File: src/rtl/arb_pkg.sv
// Shared types, widths and the rotating-priority pick used by the 8-way arbiter.
package arb_pkg;

    typedef enum logic {ST_IDLE, ST_GRANT} state_t;

    localparam int N_REQ  = 8;
    localparam int SEL_W  = 3;
    localparam int DATA_W = 4;

    // Rotate so ptr lands at bit 0, take the lowest set bit, then undo the rotation.
    function automatic logic [SEL_W-1:0] rr_pick(input logic [N_REQ-1:0] req,
                                                 input logic [SEL_W-1:0] ptr);
        logic [2*N_REQ-1:0] dbl;
        logic [N_REQ-1:0]   rot;
        logic [SEL_W-1:0]   idx;
        dbl = {req, req};
        rot = N_REQ'(dbl >> ptr);
        idx = '0;
        for (int i = N_REQ - 1; i >= 0; i--) begin
            if (rot[i]) idx = SEL_W'(i);
        end
        return idx + ptr;
    endfunction

endpackage

File: src/rtl/mux4x8to4_c.sv
// 8:1 multiplexer of 4-bit requester data, steered by the arbiter's select.
module mux4x8to4_c
    import arb_pkg::*;
(
    input  logic [SEL_W-1:0]  select,
    input  logic [DATA_W-1:0] in_0,
    input  logic [DATA_W-1:0] in_1,
    input  logic [DATA_W-1:0] in_2,
    input  logic [DATA_W-1:0] in_3,
    input  logic [DATA_W-1:0] in_4,
    input  logic [DATA_W-1:0] in_5,
    input  logic [DATA_W-1:0] in_6,
    input  logic [DATA_W-1:0] in_7,
    output logic [DATA_W-1:0] out
);

    always_comb begin
        case (select)
            3'd0:    out = in_0;
            3'd1:    out = in_1;
            3'd2:    out = in_2;
            3'd3:    out = in_3;
            3'd4:    out = in_4;
            3'd5:    out = in_5;
            3'd6:    out = in_6;
            default: out = in_7;
        endcase
    end

endmodule

File: src/rtl/rr_arbiter_8x4.sv
// Round-robin arbiter granting the shared 4-bit mux to one of eight requesters
// for bursts of up to MAX_BURST beats, with a registered output beat.
module rr_arbiter_8x4
    import arb_pkg::*;
#(
    parameter int MAX_BURST = 4
) (
    input  logic              clk,
    input  logic              reset_n,
    input  logic [N_REQ-1:0]  req,
    input  logic [DATA_W-1:0] in_0,
    input  logic [DATA_W-1:0] in_1,
    input  logic [DATA_W-1:0] in_2,
    input  logic [DATA_W-1:0] in_3,
    input  logic [DATA_W-1:0] in_4,
    input  logic [DATA_W-1:0] in_5,
    input  logic [DATA_W-1:0] in_6,
    input  logic [DATA_W-1:0] in_7,
    output logic [N_REQ-1:0]  grant,
    output logic [SEL_W-1:0]  select,
    output logic [DATA_W-1:0] out,
    output logic              out_valid,
    output logic              busy
);

    localparam logic [3:0] BURST = 4'(MAX_BURST);

    state_t            r_state, w_state_nxt;
    logic [SEL_W-1:0]  r_ptr;
    logic [3:0]        r_cnt;
    logic [N_REQ-1:0]  r_grant;
    logic [SEL_W-1:0]  r_select;
    logic [DATA_W-1:0] r_out;
    logic              r_out_valid;

    logic [SEL_W-1:0]  w_winner;
    logic [DATA_W-1:0] w_mux_out;
    logic [3:0]        w_cnt_inc;
    logic              w_beat;
    logic              w_release;

    mux4x8to4_c u_mux (
        .select (r_select),
        .in_0   (in_0),
        .in_1   (in_1),
        .in_2   (in_2),
        .in_3   (in_3),
        .in_4   (in_4),
        .in_5   (in_5),
        .in_6   (in_6),
        .in_7   (in_7),
        .out    (w_mux_out)
    );

    assign w_winner  = rr_pick(req, r_ptr);
    assign w_cnt_inc = r_cnt + 4'd1;

    always_comb begin
        w_state_nxt = r_state;
        w_beat      = 1'b0;
        w_release   = 1'b0;
        case (r_state)
            ST_IDLE: begin
                if (|req) w_state_nxt = ST_GRANT;
            end
            ST_GRANT: begin
                // Only the granted requester's bit matters; others wait their turn.
                w_beat    = req[r_select];
                w_release = !w_beat || (w_cnt_inc == BURST);
                if (w_release) w_state_nxt = ST_IDLE;
            end
            default: w_state_nxt = ST_IDLE;
        endcase
    end

    always_ff @(posedge clk or negedge reset_n) begin
        if (!reset_n) r_state <= ST_IDLE;
        else          r_state <= w_state_nxt;
    end

    always_ff @(posedge clk or negedge reset_n) begin
        if (!reset_n) begin
            r_ptr       <= '0;
            r_cnt       <= '0;
            r_grant     <= '0;
            r_select    <= '0;
            r_out       <= '0;
            r_out_valid <= 1'b0;
        end else if (r_state == ST_IDLE) begin
            r_out_valid <= 1'b0;
            if (|req) begin
                r_grant  <= N_REQ'(1) << w_winner;
                r_select <= w_winner;
                r_cnt    <= '0;
            end
        end else begin
            r_out_valid <= w_beat;
            if (w_beat) begin
                r_out <= w_mux_out;
                r_cnt <= w_cnt_inc;
            end
            if (w_release) begin
                r_grant <= '0;
                r_ptr   <= r_select + 3'd1;
            end
        end
    end

    assign grant     = r_grant;
    assign select    = r_select;
    assign out       = r_out;
    assign out_valid = r_out_valid;
    assign busy      = (r_state == ST_GRANT);

endmodule

File: config.mk
export PLATFORM = sky130hd
export DESIGN_NAME = rr_arbiter_8x4
export DESIGN_NICKNAME = d
export VERILOG_FILES = /design/src/rtl/arb_pkg.sv /design/src/rtl/mux4x8to4_c.sv /design/src/rtl/rr_arbiter_8x4.sv
export SDC_FILE = /design/constraint.sdc
export NUM_CORES = 1
export LEC_CHECK = 0
export CORE_UTILIZATION = 37
export DETAILED_ROUTE_END_ITERATION = 10
export HOLD_SLACK_MARGIN = 0.15
export PLACE_DENSITY = 0.66
export SETUP_SLACK_MARGIN = 0.5
export SLEW_MARGIN = 10
export SYNTH_ARGS = -nofsm -noshare
export SYNTH_HDL_FRONTEND = slang
export SYNTH_SLANG_ARGS = --single-unit
File: constraint.sdc
create_clock -name clk -period 6.92 [get_ports clk]
set_input_delay 1.384 -clock clk [delete_from_list [all_inputs] [get_ports clk]]
set_output_delay 1.384 -clock clk [all_outputs]
set_load 0.02 [all_outputs]
# Yosys cells after proc, flatten, opt, wreduce, memory -nomap -nowiden
# Index checks and enable logic that the tools add are counted.
dict set report classes {
  n_shift 2
  muxes 23
  bitwise_logic 1
  order_cmp 1
  mul 0
  div_mod_pow 0
  add_sub_neg 3
  n_reduce_logical 10
  n_eq_ne 9
}
# cell n
set ops {}
lappend ops {{case mux 4 bit (7 select lines)} 1}
lappend ops {{two-way mux 3 bit} 8}
lappend ops {{two-way mux 8 bit} 3}
lappend ops {{>> shifter 16 x 3 -> 8 bit} 1}
lappend ops {{two-way mux 4 bit} 3}
lappend ops {{AND reduction 2 bit} 5}
lappend ops {{== test 3 bit, second input constant} 3}
lappend ops {{OR reduction 8 bit} 1}
lappend ops {{left shift 1 x 3 -> 8 bit, first input constant} 1}
lappend ops {{== test 3 x 2 -> 1 bit, second input constant} 2}
lappend ops {{two-way mux 1 bit} 6}
lappend ops {{adder 4 x 1 -> 4 bit, second input constant} 1}
lappend ops {{== test 4 x 3 -> 1 bit, second input constant} 1}
lappend ops {{< comparator 3 x 4 -> 1 bit, second input constant} 1}
lappend ops {{!= test 2 x 1 -> 1 bit, second input constant} 2}
lappend ops {{adder 3 x 1 -> 3 bit, second input constant} 1}
lappend ops {{adder 3 bit} 1}
lappend ops {{binary-select mux 1 bit (select 3 bit)} 1}
lappend ops {{== test 3 x 1 -> 1 bit, second input constant} 1}
lappend ops {{logical NOT 3 bit} 1}
lappend ops {{case mux 1 bit (2 select lines)} 1}
lappend ops {{nonzero test 2 bit} 1}
lappend ops {{logical NOT 1 bit} 1}
lappend ops {{logical OR 1 bit} 1}
lappend ops {{inverter 1 bit} 1}
dict set report word_totals {
  in_bits 42
  latchBits 0
  register_bits 24
  romBits 0
  output_inout_bits 17
  wordCells 56
  memories 0
  ram_bits 0
}

# Longest topological paths before layout
# Gate-level depths: netlist (run 1).
dict set report depth {
  word_depth 13
  ltp_mapped 15
  depth_no_buf 13
}

# Hierarchy
# From an unflattened synthesis (run 1), not the netlist that was laid out.
dict set report unflattened {
  hier_cells 246
  area_unflattened_um2 2371.0
}
# mod instances cells_per_inst area_each_um2
set by_module_without_submodules {}
lappend by_module_without_submodules {rr_arbiter_8x4 1 205 2090.8}
lappend by_module_without_submodules {mux4x8to4_c 1 41 280.3}

# Least setup slack after synthesis (run 1)
# Ideal clock, no wire load.
dict set report synth_path {
  path_type {input -> register}
  startpoint {input port req[6]}
  endpoint {register r_grant[7] (netlist: grant[7])}
  required_ns 6.851
  t_arrival_ns 3.809
  path_stages 14
  setup_ns 0.069
  path_slack_ns 3.042
  path_buffers 1
  path_cell_list {clkbuf_1 mux4_2 a211oi_1 o21bai_1 a21oi_1 o21ai_1 o31ai_1 ha_1 inv_1 fa_1 nand2b_1 nor3_1 nand3_1 nand3_1}
}
dict set report synth_via {
  elab_chain_len 13
  word_cells_on_any_way 22
}
# item line
set synth_lines {}
lappend synth_lines {{from (decl)} rr_arbiter_8x4.sv:10} ;# input logic [N_REQ-1:0] req,
lappend synth_lines {{>> shifter 16 x 3 -> 8 bit} arb_pkg.sv:17} ;# rot = N_REQ'(dbl >> ptr);
lappend synth_lines {{two-way mux 3 bit (8 in a row)} arb_pkg.sv:20} ;# if (rot[i]) idx = SEL_W'(i);
lappend synth_lines {{adder 3 bit} arb_pkg.sv:22} ;# return idx + ptr;
lappend synth_lines {{left shift 1 x 3 -> 8 bit} rr_arbiter_8x4.sv:92} ;# r_grant <= N_REQ'(1) << w_winner;
lappend synth_lines {{two-way mux 8 bit} rr_arbiter_8x4.sv:91} ;# if (|req) begin
lappend synth_lines {{two-way mux 8 bit} rr_arbiter_8x4.sv:89} ;# end else if (r_state == ST_IDLE) begin
lappend synth_lines {{to (signal assigned)} rr_arbiter_8x4.sv:92}
lappend synth_lines {{to (decl)} rr_arbiter_8x4.sv:31} ;# logic [N_REQ-1:0] r_grant;
# Several ways; a longest one is shown, not always the timed one. The select of a mux whose other input is x is not followed.
# A chain may end at the register's enable or synchronous reset.

# Worst setup path in the final report (run 1)
dict set report layout_path {
  startpoint {input port req[2]}
  endpoint {register r_grant[7] (netlist: grant[7])}
}
# The elaborated chain is that of the path after synthesis.

==> flow_summary.yaml, run 1 <==
power:
  p_per_area_mw_per_mm2: 419
  p_leak_nw: 1.08
  vdd.ir_drop.worst_v: 0.000218
critical_path:
  criticalPathCategory: "in2reg"
  cp.arrival_ns: 4.57
  end_kind: "flop"
  reg2reg_to: "grant[7]"
  cpPeakStageDelay_ns: 0.58
  cpMostUsedCell: "nand3_1"
  slowest_stage: "clkdlybuf4s50_1"
  critPathRequiredTime_ns: 7.12
  critPathLaunchType: "primary input"
  regToRegStartpoint: "r_ptr[1]"
  r2r_cells: 13
  worstPathCellList: "clkdlybuf4s50_1, mux4_2, a211oi_1, o21bai_1, a21oi_1, o21ai_1, o31ai_1, ha_1, inv_1, fa_1, nand2b_1, nor3_1, nand3_1, nand3_1"
  r2r_slack_ns: 3.52
  crit_fanout: 10
clock_tree:
  post_cts_resized: 0
  ctsRootBufferMaster: "clkbuf_8"
  cts_inserted_buffers: 3
  path_clk_slew_ns: 0.09
  cts_sinks: 24
  postCtsHoldBufs: 0
  cts_buffer_depth: 2
  insertion_delay_ns: 0.26
  post_cts_buffers: 0
  ctsHtreeMaxLevel: 1
  cts_tree: "built"
synthesis:
  async_flop_share_pct: 100
  synthesis.area_mm2: 0.00206
  ys_ff_latch: 24
  synth_cell_types: 56
  synth_fp_nets: 281
  avgSynthCellArea_um2: 8.95
  yosys_warnings: 0
  yosysSeqAreaShare_pct: 29.2
  synth-edff-count: 0
  synthCells: 230
  synthFlopType: "dfrtp_1"
timing:
  setup_violations: 0
  slew_headroom_pct: 29.1
  rsz0062_at_grt: "false"
  post-route-min-period_ns: 4.36
  fin_crit_sh_pct: 63.1
  finalClockSkew_ns: 0.00521
  fmax_ghz: 0.229
  setup_slack_ns: 2.56
  fin_setup_tns_ns: 0
  maxSlewViolCount: 0
  worst_pin_slew_ns: 1.06
  hold_violations: 0
floorplan:
  start_util_pct: 39.3
  ios: 59
  dieArea_mm2: 0.00587
  core_mm2: 0.00524
  core.rowCount: 26
  die_x_um: 76.6
  chipHeight_um: 76.6
detailed_routing:
  drc_errors: 0
  dr.pass1.iters: 4
  vias: 1964
  post_drt_wl_per_cell_um: 15.3
  ant_nets: 0
  wirelength_um: 5260
  drt_iter0_markers: 120
  vias_per_cell: 5.73
status:
  status: "finished, final reports clean"
global_routing:
  grt_pass1_vias: 1844
  overflow: 0
  grt_util_all_layers_pct: 18.0
  antenna_found_initial: 0
  grt_first_pass_wirelength_um: 8650
  grt_start_max_net_pins: 27
finish:
  drive_gt1_share_pct: 9.16
  fin_nets: 325
  n_antenna_cell: 0
  area_growth_pct: 31.3
placement:
  port_buffers: 58
  place_ws_ns: 2.31
  dp.final_hpwl_um: 3870
  place.gp.congestion: 0.836
run:
  cap_viol_max_count: 0
hold_path:
  min_to: "out[1]"
  whs_path_depth: 2
  hold_start: "out[1]"
  hold_class: "reg2reg"
[flip-flops by register name, indices dropped and copies added (netlist names)]
signal     flops
busy           1
select         3
grant          8
r_ptr          3
out            4
r_cnt          4
out_valid      1
[critical path, delay by kind of cell]
| family | cells | cell delay (ns) |
|---|---|---|
| fa+ha+maj | 2 | 0.69 |
| compound gates | 5 | 0.67 |
| simple gates | 4 | 0.64 |
| buf+inv | 2 | 0.64 |
| mux | 1 | 0.53 |
[area by class of cell]
type,instances,area (um2)
Timing Repair Buffer,58,581
Sequential cell,24,601
Multi-Input combinational cell,177,1330
Clock buffer,3,41.3
Fill cell,483,2530
Inverter,10,37.5
Tap cell,70,87.6
Clock inverter,1,30.0
[how the worst max path moves through the flow]
stage | start | to | depth (start not counted)
2_1_floorplan | req[6] | grant[7] | 14
3_3_place_gp | req[2] | grant[2] | 13
3_5_place_dp | req[2] | grant[7] | 14
4_1_cts | req[2] | grant[7] | 14
5_1_grt | req[2] | grant[3] | 14
6_report | req[2] | grant[7] | 14
[power by group]
part           switching, mW  leakage [nW]  internal [mW]  total [mW]
Sequential            0.0911         0.309          0.195       0.286
Combinational          0.398         0.735          0.326       0.724
Clock                 0.0438        0.0357         0.0773       0.121
Total                  0.533          1.08          0.598        1.13
[routing by layer]
layer	up-vias	track usage (%)	wire, um	part of all wire [%]
li1	959	-	-	-
met1	931	23.5	2490	47
met2	70	30.4	2420	46
met3	4	3.95	303	5.8
met4	0	4.04	47	0.89
met5	-	0	0	0
[stage by stage]
step / cell area (um2) / utilization (%) / hold slack (ns) / total power [mW] / cells
2_1_floorplan: 2060 / - / 0.482 / 0.823 / 230
3_3_place_gp: 2630 / 50.2 / 0.463 / 1.01 / 339
3_5_place_dp: 2630 / 50.2 / 0.479 / 1.01 / 339
4_1_cts: 2700 / 51.6 / 0.498 / 1.14 / 343
5_1_grt: 2700 / 51.6 / 0.519 / 1.22 / 343
6_report: 2700 / 51.6 / 0.490 / 1.13 / 343
[Yosys cell counts (2+ instances only)]
master    number  area, um2
buf_2          6       30.0
inv_1          9       33.8
a211o_1        3       26.3
nand3_1       31        155
nand2b_1       6       37.5
dfrtp_1       24        601
mux2i_1        2       20.0
o31ai_1        2       15.0
a21oi_2        3       26.3
nor2_1         3       11.3
nor4_1         3       18.8
nor2b_1        2       12.5
a21o_1         3       22.5
nor3_1        10       50.1
nand2_1       19       71.3
xor2_1         2       17.5
mux4_2         6        135
buf_4          2       15.0
o21ai_0        2       10.0
o21a_1         2       15.0
a222oi_1      10        100
o21ai_1       19       95.1
mux2_2         4       45.0
a21oi_1        9       45.0
clkbuf_1       8       30.0
mux2_1         3       33.8
ha_1           8        100
[cells by family (layout without fill, tap and decap cells)]
logic type / Yosys count / after routing / synth area share (%)
flip-flops: 24 / 24 / 29.2
buffers and inverters: 29 / 72 / 6.44
adder cells (fa/ha/maj): 9 / 9 / 5.84
XOR/XNOR: 3 / 3 / 1.28
AO/OA/AOI/OAI: 66 / 66 / 23.4
AND/OR/NAND/NOR: 84 / 84 / 22.5
multiplexers: 15 / 15 / 11.4
[cells in the final DEF, fill, tap and decap left out, drive strengths merged, types with 2 or more instances in the layout]
cell type      instances
clkdlybuf4s50         58
nand3                 31
dfrtp                 24
o21ai                 21
nand2                 19
nor3                  12
a21oi                 12
a222oi                10
inv                   10
ha                     8
mux2                   7
mux4                   6
nand2b                 6
a211o                  3
a21o                   3
nor2                   3
nor4                   3
clkbuf                 3
o31ai                  3
mux2i                  2
nor2b                  2
o21a                   2
xor2                   2
o21bai                 2
nor4b                  2
(Power assumes the default switching activity.)
==> run 2: changes to the inputs <==
PLACE_DENSITY = 0.68   (was 0.66)
clock period = 4 ns   (was 6.92 ns; I/O delays follow)
==> run 2 against run 1 <==
  * Critical path depth unchanged
  * Clock power is 36% higher
  * Hold slack worse by 0.0073 ns
  * Worst setup slack got worse by 1.8 ns
  * Global-route usage rose by 1.0 points
  * Combinational power is 100% higher
  * Sequential power is 73% higher
  * Clock skew increased by 0.0048 ns
  * Final area increased by 4.8%
  * Sequential share of layout area decreased by 0.92 points
  * Largest power group unchanged
==> flow_summary.yaml, run 2 (same netlist as run 1, synthesis figures left out) <==
hold_path:
  hold_class: "reg2reg"
global_routing:
  grtUsageMet3_pct: 4.55
  grt.busiest_layer: "met2"
  overflow: 0
  grt_start_max_net_pins: 25
  antenna_found_initial: 0
  grt_pass1_vias: 1945
  grt_util_all_layers_pct: 19.0
  grt_first_pass_wirelength_um: 9180
  use_met2_pct: 32.3
  grtUsageMet1_pct: 24.7
critical_path:
  critPathRequiredTime_ns: 4.21
  crit_fanout: 6
  criticalPathCategory: "in2reg"
  critPathLaunchType: "primary input"
  end_kind: "flop"
  cp.arrival_ns: 3.50
timing:
  worst_pin_slew_ns: 1.07
  hold_violations: 0
  worst_hold_slack_ns: 0.483
  setup_violations: 0
  maxSlewViolCount: 0
  rsz0062_at_grt: "false"
  slew_headroom_pct: 28.6
  fin_setup_tns_ns: 0
  post-route-min-period_ns: 3.28
  fmax_ghz: 0.305
  fin_crit_sh_pct: 82.1
  finalClockSkew_ns: 0.0100
  setup_slack_ns: 0.716
finish:
  area_growth_pct: 37.6
  n_antenna_cell: 0
  regArea_um2: 603
  drive_gt1_share_pct: 16.3
  final_common_cell: "clkdlybuf4s50_1"
  fin_nets: 334
  fin_util_pct: 54.1
  largest_reg_flops: 8
  multi_input_area_mm2: 0.00139
  final_cell_mix: "clkdlybuf4s50_1 (50), nand3_1 (31), dfrtp_1 (22)"
  fillers: 478
placement:
  port_buffers: 58
  place.gp.congestion: 0.903
  dp.final_hpwl_um: 3870
  place_ws_ns: 0.0813
power:
  p_per_area_mw_per_mm2: 750
  p_leak_nw: 1.19
  vdd.ir_drop.worst_v: 0.000463
detailed_routing:
  wirelength_um: 5490
  ant_nets: 0
  vias: 2032
  dr.pass1.iters: 5
  drc_errors: 0
  vias_per_cell: 5.77
  post_drt_wl_per_cell_um: 15.6
  drt_iter0_markers: 146
clock_tree:
  cts_sinks: 24
  ctsHtreeMaxLevel: 1
  insertion_delay_ns: 0.27
  postCtsHoldBufs: 0
  cts_inserted_buffers: 3
  cts_tree: "built"
  cts_buffer_depth: 2
  path_clk_slew_ns: 0.09
  ctsRootBufferMaster: "clkbuf_8"
floorplan:
  chipHeight_um: 76.6
  ios: 59
  start_util_pct: 39.3
  die_x_um: 76.6
  dieArea_mm2: 0.00587
  core.rowCount: 26
  core_mm2: 0.00524
status:
  status: "finished, final reports clean"
run:
  cap_viol_max_count: 0
==> run 2: what timing repair did <==
action                     CTS  global route
resized for setup            7            17
pin swaps                    0             3
setup endpoints to repair    5             8
setup buffers                0             1
==> run 2: path summary, 6_finish.rpt <==
check,start,to,slack (ns),cells past startpoint
max,req[2],grant[3],0.72,14
min,out[3],out[3],0.48,1
max reg2reg,r_ptr[1],grant[3],0.78,13
min reg2reg,out[3],out[3],0.48,1
max in group asynchronous,reset_n,r_ptr[0],2.17,1
min in group asynchronous,reset_n,grant[1],1.10,1
==> run 2: through the flow <==
step | cells | power [mW] | cell area [um2]
after floorplan | 230 | 1.42 | 2060
after CTS | 351 | 2.02 | 2780
final | 352 | 2.12 | 2830
after global routing | 352 | 2.30 | 2830
after detailed placement | 347 | 1.80 | 2690
after global placement | 347 | 1.79 | 2690
==> run 2: routing by layer <==
metal / share of wire [%] / routed length [um]
met5: 0 / 0
met4: 0.93 / 51
met3: 8.2 / 449
met2: 46 / 2530
met1: 45 / 2450
==> run 2: final cells by class <==
| class | instances | share of cell area, % |
|---|---|---|
| Multi-Input combinational cell | 177 | 49.0 |
| Timing Repair Buffer | 67 | 23.3 |
| Sequential cell | 24 | 21.3 |
| Tap cell | 70 | 3.09 |
| Clock buffer | 4 | 1.94 |
| Inverter | 10 | 1.33 |
==> run 2: where the power goes <==
group          internal, mW  leakage [nW]  switching [mW]  total [mW]
sequential            0.340         0.307           0.155       0.495
clock                0.0880        0.0288          0.0775       0.165
combinational         0.656         0.859           0.806        1.46
total                  1.08          1.19            1.04        2.12
==> run 2: worst max-delay path: stages <==
cell,delay [ns]
dlymetal6s2s_1,0.15
mux4_2,0.49
a211oi_2,0.24
o21bai_1,0.14
a21oi_1,0.08
o21ai_1,0.12
o31ai_1,0.09
ha_1,0.20
inv_1,0.07
fa_2,0.52
nand2b_4,0.20
nor3_4,0.20
nand3_1,0.10
nand3_1,0.08
==> run 3: changes to the inputs <==
clock period = 2.8 ns   (was 4 ns; I/O delays follow)
==> run 3 against run 2 <==
  * Clock-buffer cell count unchanged
  * The run now ends with negative setup slack left
  * Utilization increased by 6.9 points
  * Hold slack improved by 0.0029 ns
  * Final area increased by 13%
  * First-iteration DRC count decreased by 9.6%
  * Largest power group unchanged
  * Combinational power increased by 99%
  * Largest cell class unchanged
  * Final cell count increased by 9.9%
  * Register-to-register slack got worse by 0.92 ns
  * Global-route usage increased by 2.2 points
==> flow_summary.yaml, run 3 (same netlist as run 1, synthesis figures left out) <==
placement:
  dp.cells: 376
  dp.final_hpwl_um: 4420
  place.gp.congestion: 0.849
  port_buffers: 58
  place_area_mm2: 0.00300
finish:
  final_area_mm2: 0.00319
  n_antenna_cell: 0
  fillers: 465
  fin_nets: 369
  fin_cells: 387
  area_growth_pct: 55.0
  final_cell_mix: "clkdlybuf4s50_1 (50), buf_4 (40), nand3_1 (31)"
  drive_gt1_share_pct: 30.9
  fin_util_pct: 60.9
  final_common_cell: "clkdlybuf4s50_1"
  largest_reg_flops: 8
global_routing:
  antenna_found_initial: 0
  grt.busiest_layer: "met2"
  overflow: 0
  grt_util_all_layers_pct: 21.2
  grt_start_max_net_pins: 27
  grtUsageMet3_pct: 4.67
  use_met2_pct: 35.0
  grt_first_pass_wirelength_um: 10000
  grtUsageMet1_pct: 28.5
  grt_pass1_vias: 1997
critical_path:
  r2r_slack_ns: -0.14
  cpMostUsedCell: "nand3_1"
  critPathRequiredTime_ns: 2.95
  crit_buf_inv: 2
  end_kind: "flop"
  worstPathCellList: "mux4_2, a211oi_2, o21bai_1, a21oi_1, o21ai_1, o31ai_2, ha_4, inv_2, fa_2, xor2_4, buf_4, nor3_4, nand3_1, nand3_1"
  slowest_stage: "mux4_2"
  cpPeakStageDelay_ns: 0.54
  r2r_cells: 14
  cp.arrival_ns: 3.09
  crit_fanout: 5
  reg2reg_to: "grant[5]"
  cp_num_cells: 14
  regToRegStartpoint: "r_ptr[1]"
  criticalPathCategory: "reg2reg"
  crit_family: "compound AO/OA/AOI/OAI gates"
  critPathLaunchType: "flop"
timing:
  finalClockSkew_ns: 0.00300
  setup_violations: 9
  slew_headroom_pct: 60.0
  setup_slack_ns: -0.139
  worst_hold_slack_ns: 0.486
  fin_setup_tns_ns: -1.10
  post-route-min-period_ns: 2.94
  fmax_ghz: 0.340
  hold_violations: 0
  maxSlewViolCount: 0
  fin_crit_sh_pct: 105
  rsz0062_at_grt: "true"
  worst_pin_slew_ns: 0.594
detailed_routing:
  vias_per_cell: 5.50
  vias: 2130
  post_drt_wl_per_cell_um: 15.3
  dr.pass1.iters: 5
  ant_nets: 0
  wirelength_um: 5940
  drt_iter0_markers: 132
  drc_errors: 0
floorplan:
  die_x_um: 76.6
  core_mm2: 0.00524
  dieArea_mm2: 0.00587
  ios: 59
  core.rowCount: 26
  chipHeight_um: 76.6
  start_util_pct: 39.3
status:
  violations: "negative setup slack"
  status: "complete, but fails checks"
hold_path:
  hold_class: "reg2reg"
  min_to: "out[3]"
  hold_start: "out[3]"
  whs_path_depth: 1
clock_tree:
  ctsRootBufferMaster: "clkbuf_8"
  ctsHtreeMaxLevel: 1
  cts_inserted_buffers: 3
  postCtsHoldBufs: 0
  cts_tree: "built"
  cts_sinks: 24
  insertion_delay_ns: 0.27
  cts_buffer_depth: 2
  path_clk_slew_ns: 0.08
power:
  vdd.ir_drop.worst_v: 0.000661
  p_per_area_mw_per_mm2: 1170
  p_leak_nw: 1.35
run:
  cap_viol_max_count: 0
-- run 3: final cells by class --
type	count	area, um2	area share, %
flip-flops and latches	24	602	18.9
inverters	10	37.5	1.18
multi-input cells	177	1490	46.8
clock buffers	4	55.1	1.73
well taps	70	87.6	2.75
repair buffers	102	915	28.7
-- run 3: how the worst max path moves through the flow --
| stage | end | from | slack, ns |
|---|---|---|---|
| 2_1_floorplan | grant[7] | req[6] | -0.13 |
| 3_3_place_gp | grant[7] | req[2] | -0.67 |
| 3_5_place_dp | grant[7] | req[5] | -0.67 |
| 4_1_cts | grant[7] | r_ptr[1] | -0.15 |
| 5_1_grt | grant[7] | r_ptr[1] | -0.33 |
| 6_report | grant[5] | r_ptr[1] | -0.14 |
-- run 3: report_power, final --
part           total [mW]  internal (mW)  leakage (nW)  switching [mW]
Sequential          0.608          0.486         0.308           0.122
Combinational        2.90           1.42          1.01            1.48
Clock               0.238          0.126        0.0288           0.112
-- run 3: routing by layer --
layer	share of wire, %	wire length (um)
met1	45	2690
met2	49	2920
met3	5.1	301
met4	0.51	30
met5	0	0
-- run 3: what timing repair did --
item | in CTS | in global routing
buffers inserted | 4 | 3
gates resized for setup | 32 | 12
pin swaps | 13 | 6
setup endpoints to repair | 11 | 11
-- run 3: metrics by stage --
step / power (mW) / worst slack (ns)
3_5_place_dp: 3.00 / -0.674
5_1_grt: 4.01 / -0.331
6_report: 3.74 / -0.139
3_3_place_gp: 2.97 / -0.670
4_1_cts: 3.39 / -0.152
2_1_floorplan: 2.27 / -0.134
